===== src/rtl/dcache_load_responder.sv =====
// dcache_load_responder: direct-mapped, load-only data cache that answers hits in the lookup cycle and tracks misses in MSHRs
package dcache_load_responder_pkg;
    localparam int NUM_LU_DCACHE = 2;
    localparam int N = 2;
    localparam int LQ_IDX_W = 3;
    typedef logic [31:0] ADDR;
    typedef logic [31:0] DATA;
    typedef logic [3:0] MEM_TAG;
    typedef logic [63:0] MEM_BLOCK;
    typedef enum logic [1:0] {BUS_NONE = 2'd0, BUS_LOAD = 2'd1, BUS_STORE = 2'd2} BUS_COMMAND;
    typedef struct packed {
        logic                valid;
        logic [LQ_IDX_W-1:0] lq_idx;
        ADDR                 addr;
        logic [2:0]          mem_func;
    } LQ_DCACHE_PACKET;
    typedef struct packed {
        logic                valid;
        logic [LQ_IDX_W-1:0] lq_idx;
        DATA                 data;
    } DCACHE_LQ_PACKET;
endpackage

module dcache_load_responder
    import dcache_load_responder_pkg::*;
#(
    parameter int DCACHE_LINES = 32,
    parameter int NUM_MSHR = 4
) (
    input  logic                          clock,
    input  logic                          reset,
    input  LQ_DCACHE_PACKET               lq_dcache_packet [NUM_LU_DCACHE],
    output logic [NUM_LU_DCACHE-1:0]      load_req_accept,
    output logic [NUM_LU_DCACHE-1:0]      load_req_data_valid,
    output DATA                           load_req_data [NUM_LU_DCACHE],
    output DCACHE_LQ_PACKET               dcache_lq_packet [N],
    output BUS_COMMAND                    proc2mem_command,
    output ADDR                           proc2mem_addr,
    input  MEM_TAG                        mem2proc_transaction_tag,
    input  MEM_BLOCK                      mem2proc_data,
    input  MEM_TAG                        mem2proc_data_tag
);
    localparam int IDX_W = $clog2(DCACHE_LINES);
    localparam int TAG_W = 29 - IDX_W;
    localparam int MW = NUM_MSHR > 1 ? $clog2(NUM_MSHR) : 1;
    localparam int PW = NUM_LU_DCACHE > 1 ? $clog2(NUM_LU_DCACHE) : 1;

    typedef enum logic [1:0] {FREE, ISSUE, WAIT_DATA, RESPOND} mshr_state_t;

    logic [DCACHE_LINES-1:0] line_valid;
    logic [TAG_W-1:0]        line_tag [DCACHE_LINES];
    MEM_BLOCK                line_data [DCACHE_LINES];

    mshr_state_t         mshr_state [NUM_MSHR];
    mshr_state_t         mshr_next [NUM_MSHR];
    logic [LQ_IDX_W-1:0] mshr_lq_idx [NUM_MSHR];
    logic [28:0]         mshr_line [NUM_MSHR];
    logic                mshr_word_sel [NUM_MSHR];
    MEM_TAG              mshr_tag [NUM_MSHR];
    DATA                 mshr_word [NUM_MSHR];

    logic [NUM_MSHR-1:0] alloc;
    logic [PW-1:0]       alloc_port [NUM_MSHR];
    logic                issue_any;
    logic [MW-1:0]       issue_sel;
    logic                fill_any;
    logic [MW-1:0]       fill_sel;
    logic                unused_bits;

    // Per-port lookup; misses claim the lowest free MSHR, lower ports first, and a line already in flight is refused
    always_comb begin
        logic [NUM_LU_DCACHE-1:0] acc;
        logic [NUM_LU_DCACHE-1:0] dv;
        logic [28:0]              line;
        logic [IDX_W-1:0]         idx;
        logic                     hit;
        logic                     pending;
        logic                     placed;
        acc = '0;
        dv = '0;
        line = '0;
        idx = '0;
        hit = 1'b0;
        pending = 1'b0;
        placed = 1'b0;
        alloc = '0;
        for (int m = 0; m < NUM_MSHR; m++) alloc_port[m] = '0;
        for (int p = 0; p < NUM_LU_DCACHE; p++) begin
            line = lq_dcache_packet[p].addr[31:3];
            idx = line[IDX_W-1:0];
            hit = lq_dcache_packet[p].valid && line_valid[idx] && line_tag[idx] == line[28:IDX_W];
            pending = 1'b0;
            for (int m = 0; m < NUM_MSHR; m++)
                if (mshr_state[m] != FREE && mshr_line[m] == line) pending = 1'b1;
            for (int q = 0; q < NUM_LU_DCACHE; q++)
                if (q < p && acc[q] && !dv[q] && lq_dcache_packet[q].addr[31:3] == line) pending = 1'b1;
            placed = 1'b0;
            if (lq_dcache_packet[p].valid && !hit && !pending)
                for (int m = 0; m < NUM_MSHR; m++)
                    if (!placed && mshr_state[m] == FREE && !alloc[m]) begin
                        alloc[m] = 1'b1;
                        alloc_port[m] = PW'(p);
                        placed = 1'b1;
                    end
            acc[p] = hit || placed;
            dv[p] = hit;
            load_req_data[p] = hit ? (lq_dcache_packet[p].addr[2] ? line_data[idx][63:32] : line_data[idx][31:0]) : '0;
        end
        load_req_accept = acc;
        load_req_data_valid = dv;
    end

    // Bus issue arbitration, fill match, completion output and MSHR next state
    always_comb begin
        issue_any = 1'b0;
        issue_sel = '0;
        fill_any = 1'b0;
        fill_sel = '0;
        proc2mem_command = BUS_NONE;
        proc2mem_addr = '0;
        for (int n = 0; n < N; n++) dcache_lq_packet[n] = '0;
        for (int m = NUM_MSHR - 1; m >= 0; m--) begin
            if (mshr_state[m] == ISSUE) begin
                issue_any = 1'b1;
                issue_sel = MW'(m);
            end
            if (mshr_state[m] == WAIT_DATA && mem2proc_data_tag != '0 && mshr_tag[m] == mem2proc_data_tag) begin
                fill_any = 1'b1;
                fill_sel = MW'(m);
            end
            if (mshr_state[m] == RESPOND) dcache_lq_packet[0] = {1'b1, mshr_lq_idx[m], mshr_word[m]};
        end
        if (issue_any) begin
            proc2mem_command = BUS_LOAD;
            proc2mem_addr = {mshr_line[issue_sel], 3'b000};
        end
        for (int m = 0; m < NUM_MSHR; m++) begin
            mshr_next[m] = mshr_state[m];
            case (mshr_state[m])
                FREE:      mshr_next[m] = alloc[m] ? ISSUE : FREE;
                ISSUE:     mshr_next[m] = (issue_sel == MW'(m) && mem2proc_transaction_tag != '0) ? WAIT_DATA : ISSUE;
                WAIT_DATA: mshr_next[m] = (fill_any && fill_sel == MW'(m)) ? RESPOND : WAIT_DATA;
                RESPOND:   mshr_next[m] = FREE;
                default:   mshr_next[m] = FREE;
            endcase
        end
    end

    // MSHR state register plus request capture, bus tag recording and word latch on fill
    always_ff @(posedge clock or posedge reset) begin
        if (reset) begin
            for (int m = 0; m < NUM_MSHR; m++) begin
                mshr_state[m] <= FREE;
                mshr_lq_idx[m] <= '0;
                mshr_line[m] <= '0;
                mshr_word_sel[m] <= 1'b0;
                mshr_tag[m] <= '0;
                mshr_word[m] <= '0;
            end
        end else begin
            for (int m = 0; m < NUM_MSHR; m++) begin
                mshr_state[m] <= mshr_next[m];
                if (alloc[m]) begin
                    mshr_lq_idx[m] <= lq_dcache_packet[alloc_port[m]].lq_idx;
                    mshr_line[m] <= lq_dcache_packet[alloc_port[m]].addr[31:3];
                    mshr_word_sel[m] <= lq_dcache_packet[alloc_port[m]].addr[2];
                end
                if (mshr_state[m] == ISSUE && mshr_next[m] == WAIT_DATA) mshr_tag[m] <= mem2proc_transaction_tag;
                if (mshr_state[m] == WAIT_DATA && mshr_next[m] == RESPOND)
                    mshr_word[m] <= mshr_word_sel[m] ? mem2proc_data[63:32] : mem2proc_data[31:0];
            end
        end
    end

    // Line valid bits, set by a fill and cleared by reset
    always_ff @(posedge clock or posedge reset) begin
        if (reset) line_valid <= '0;
        else if (fill_any) line_valid[mshr_line[fill_sel][IDX_W-1:0]] <= 1'b1;
    end

    // Tag and data storage, overwritten unconditionally by a fill
    always_ff @(posedge clock) begin
        if (fill_any) begin
            line_tag[mshr_line[fill_sel][IDX_W-1:0]] <= mshr_line[fill_sel][28:IDX_W];
            line_data[mshr_line[fill_sel][IDX_W-1:0]] <= mem2proc_data;
        end
    end

    // Byte offset and access size are resolved by the load queue, not here
    always_comb begin
        unused_bits = 1'b0;
        for (int p = 0; p < NUM_LU_DCACHE; p++)
            unused_bits = unused_bits ^ (^{lq_dcache_packet[p].addr[1:0], lq_dcache_packet[p].mem_func});
    end
endmodule


===== config.mk =====
export PLATFORM = sky130hd
export DESIGN_NAME = dcache_load_responder
export DESIGN_NICKNAME = d
export VERILOG_FILES = /design/src/rtl/dcache_load_responder.sv
export SDC_FILE = /design/constraint.sdc
export NUM_CORES = 2
export LEC_CHECK = 0
export CORE_UTILIZATION = 55
export CTS_BUF_LIST = sky130_fd_sc_hd__clkbuf_8
export DETAILED_ROUTE_END_ITERATION = 8
export PLACE_DENSITY = 0.75
export SYNTH_ARGS = -nofsm -noshare
export SYNTH_HDL_FRONTEND = slang
export SYNTH_SLANG_ARGS = --single-unit
export TNS_END_PERCENT = 50

===== constraint.sdc =====
create_clock -name clock -period 14.62 [get_ports clock]
set_input_delay 4.386 -clock clock [delete_from_list [all_inputs] [get_ports clock]]
set_output_delay 4.386 -clock clock [all_outputs]
set_load 0.01 [all_outputs]

==> impl_summary.md <==
Worst hold path
The startpoint of the worst hold path is mshr_word[21]. For hold timing, the worst endpoint is mshr_word[21]. The worst hold path passes through 2 cells. The path type of the worst min-delay path is register to register.

STA
Setup violations remaining at the end of the flow were counted as 0. At the pin with the least slew margin, the transition time is roughly 1500 ps. Measured against its own limit, the worst slew margin works out to less than 1%. For the final database, setup skew stands at approximately 110 ps. The final critical path takes up between 90 and 100% of the cycle.

The setup total negative slack is 0 ps. Setup repair after global routing left no endpoint under its margin. The hold violation total from the final report is 0. The final critical delay including setup and external delays is 14050 ps. The max-slew violation count is 0. The highest clock frequency the design can meet is about 71 MHz.

CTS
The post-CTS clock slew at the launch and capture registers of the worst setup and hold paths is 60 ps. The CTS tree is yes. After clock tree synthesis, the setup repair step added 0 buffers. At the later pin of the worst-skew pair, clock insertion delay measures about 1100 ps.

The cell sitting at the root of the clock tree is a sky130_fd_sc_hd__clkbuf_8. The number of gates resized after CTS is 0. The clock net sink count is 3132. The number of hold buffers added after CTS was 0.

No sink is reached through more buffers than the 4 on the longest clock path. Counting the buffers created by CTS gives 530. The CTS H-tree depth is 6.

Floorplan
From left edge to right edge, the die measures 526 um. The vertical extent of the die is 526 um. The placement row count is 191. The initial cell density of the core is 55.5%. The boundary pin count is about 330. The floorplan step defined a die boundary enclosing 0.276 mm2. In this run the standard cell core region covers 0.272 mm2.

Drt
The final route contains 93100 vias. In the routed design, unresolved DRC markers number 19. The post-detailed-route via-to-cell ratio is around 7.4. The routed wire length per instance is 39.3 um.

The first detailed-routing pass ran for 9 iterations. The total wire length is 495000 um. The number of design-rule violations left by the first detailed-router iteration is between 15000 and 20000. Once detail routing completed, the nets flagged for antenna violations numbered 0.

Worst setup path
The setup path with the least slack is of type input port to output port. The count of cells along the worst register-to-register path is 12. STA puts the critical path data required time at 10230 ps.

STA classifies the critical path startpoint as an input port. In this run the worst path has a maximum fanout of 58. The beginning of the worst register-to-register path is mshr_state[6].

The register-to-register path setup slack is between 8000 and 9000 ps. The worst register-to-register path ends at line_data[28][10]. At the worst endpoint, the arrival time is 9670 ps.

STA classifies the critical path endpoint as an output port.

Final layout
At the end of the flow, the number of nets in the layout was slightly below 9000. Cells with a size suffix above 1 make up between 30% and 40% of the layout. Compared with the post-synthesis result, the final layout area differs by 11.3%. The count of placed standard cells in the final layout, fillers left out is 12600. The share of the core filled with cells in the final layout is between 60% and 70%.

Pwr
The leakage power total is 55.9 nW. VDD sags by at most 0.109 mV. For this design the ratio of total power to cell area is about 140 mW/mm2.

Global route
The pin count of the biggest net entering global routing is between 150 and 200. The initial antenna violation count is 28. The total overflow left after global routing is 0. The total track usage is between 30% and 40%. The via count of the first global-routing pass came to 94000. The first global-routing pass estimated 696000 um of wire.

Place
Routability-driven placement finished with a final weighted congestion of 0.965. The HPWL after detailed placement is around 270000 um. Port buffering added approximately 280 buffers. The instance count after placement with tap cells included is 11600.

Yosys
Summing every instance area after synthesis gives 0.151 mm2. The number of instances in the synthesized netlist is 8131. In the synthesized netlist the async set-or-reset flop fraction comes to between 10% and 20%. The Yosys step of the flow raised 0 warnings. In the post-synthesis netlist, the cell with the most instances is sky130_fd_sc_hd__edfxtp_1. In the post-synthesis netlist, the biggest area contributors are sky130_fd_sc_hd__edfxtp_1 (56%), sky130_fd_sc_hd__mux4_2 (24%), sky130_fd_sc_hd__dfrtp_1 (5.2%). The top cell type's share of synthesized area is ~56%. The most common flop cell mapped by yosys is sky130_fd_sc_hd__edfxtp_1. The top cell type by total area after synthesis is sky130_fd_sc_hd__edfxtp_1. By count the netlist is led by sky130_fd_sc_hd__edfxtp_1 (2816), sky130_fd_sc_hd__mux4_2 (1589), sky130_fd_sc_hd__mux2i_1 (526). After synthesis, the mean cell area works out to 18.5 um2. The number of flops mapped to enable cells by yosys is between 2000 and 3000. Sequential cells were found to cover around three fifths of the synthesized design area.

The count of state elements after synthesis is 3132. The number of distinct library cells after synthesis is 86.

Outcome
The final reports fail on design-rule violations, max-capacitance violations. The run finished, with violations left.

Flow run
The count of maximum capacitance violations is 1.
metrics by stage:
stage	instance area (um2)	power [mW]	worst slack [ps]	hold WS, ps
2_1_floorplan	151000	14.1	1490	445
3_3_place_gp	158000	16.1	723	459
3_5_place_dp	158000	16.3	734	470
4_1_cts	168000	23.4	707	484
5_1_grt	168000	24.2	544	500
6_report	168000	23.6	566	482
worst max path at each step:
stage	cells after the start	to	start	slack, ps
after floorplan	1	line_valid[0]	reset	1490
after global routing	12	load_req_data[8]	lq_dcache_packet[6]	540
after detailed placement	12	load_req_data[8]	lq_dcache_packet[6]	730
after CTS	12	load_req_data[8]	lq_dcache_packet[6]	710
final	12	load_req_data[8]	lq_dcache_packet[6]	570
after global placement	11	load_req_data[30]	lq_dcache_packet[6]	720
where the power goes:
part	switching [mW]	internal (mW)	total [mW]	leakage, nW
clock	3.63	3.65	7.28	5.40
combinational	3.09	1.88	4.97	21.2
sequential	0.632	10.7	11.3	29.2
cell families after synthesis:
kind of cell              synth area share [%]
AOI/OAI and AO/OA                         4.08
xor gates and xnor gates                  1.68
buffers and inverters                     2.59
DFF                                       61.3
muxes                                     27.4
other                                  0.00249
and+or+nand+nor                           2.93
worst max-delay path: stages:
cell	delay, ps
sky130_fd_sc_hd__buf_8	500
sky130_fd_sc_hd__buf_4	630
sky130_fd_sc_hd__mux4_2	360
sky130_fd_sc_hd__mux2i_1	80
sky130_fd_sc_hd__o22ai_1	220
sky130_fd_sc_hd__o21ai_0	430
sky130_fd_sc_hd__or3_1	510
sky130_fd_sc_hd__nor4b_1	330
sky130_fd_sc_hd__or4b_4	860
sky130_fd_sc_hd__a311oi_1	390
sky130_fd_sc_hd__buf_4	240
sky130_fd_sc_hd__clkdlybuf4s50_1	560
metal layers:
layer  GRT usage (%)  vias up  wire length (um)
li1                -    35300                 -
met1            47.6    48100            167000
met2            54.1     8029            226000
met3            9.98     1655             70500
met4            19.7       14             31900
met5               0        -                88
flip-flops by register name, indices dropped and copies added, names as in the netlist:
signal / flops
mshr_tag: 16
mshr_lq_idx: 12
mshr_word: 128
line_data: 2048
mshr_word_sel: 4
line_valid: 32
line_tag: 768
mshr_state: 8
mshr_line: 116
layout by cell type (no fill, tap or decap), types with 39 or more instances in the layout:
master	Yosys	routed
sky130_fd_sc_hd__edfxtp_1	2816	2816
sky130_fd_sc_hd__mux4_2	1589	1589
sky130_fd_sc_hd__clkbuf_8	0	555
sky130_fd_sc_hd__mux2i_1	526	526
sky130_fd_sc_hd__dfrtp_1	316	312
sky130_fd_sc_hd__nand2_1	289	287
sky130_fd_sc_hd__buf_4	82	267
sky130_fd_sc_hd__clkdlybuf4s50_1	0	265
sky130_fd_sc_hd__inv_1	109	261
sky130_fd_sc_hd__xor2_1	187	187
sky130_fd_sc_hd__a21oi_1	174	174
sky130_fd_sc_hd__o21ai_0	179	154
sky130_fd_sc_hd__a22oi_1	151	151
sky130_fd_sc_hd__clkinv_1	3	121
sky130_fd_sc_hd__nor2_1	157	119
sky130_fd_sc_hd__xnor2_1	100	100
sky130_fd_sc_hd__nand4_1	73	73
sky130_fd_sc_hd__nor4_1	70	70
sky130_fd_sc_hd__nor2b_1	69	64
sky130_fd_sc_hd__a222oi_1	58	58
sky130_fd_sc_hd__clkinv_2	0	54
sky130_fd_sc_hd__nand3_1	52	52
sky130_fd_sc_hd__buf_12	0	52
sky130_fd_sc_hd__o22ai_1	42	42
sky130_fd_sc_hd__conb_1	1	40
sky130_fd_sc_hd__o21ai_1	39	39
cell type report:
type,count,area [um2]
Timing Repair Buffer,593,5820
Multi-Input combinational cell,4223,55000
Fill cell,18800,104000
Tap cell,3570,4470
Sequential cell,3132,92500
Clock inverter,374,1840
Clock buffer,555,7640
Inverter,116,465
Antenna cell,31,77.6
Power figures use the tool's default switching activity.
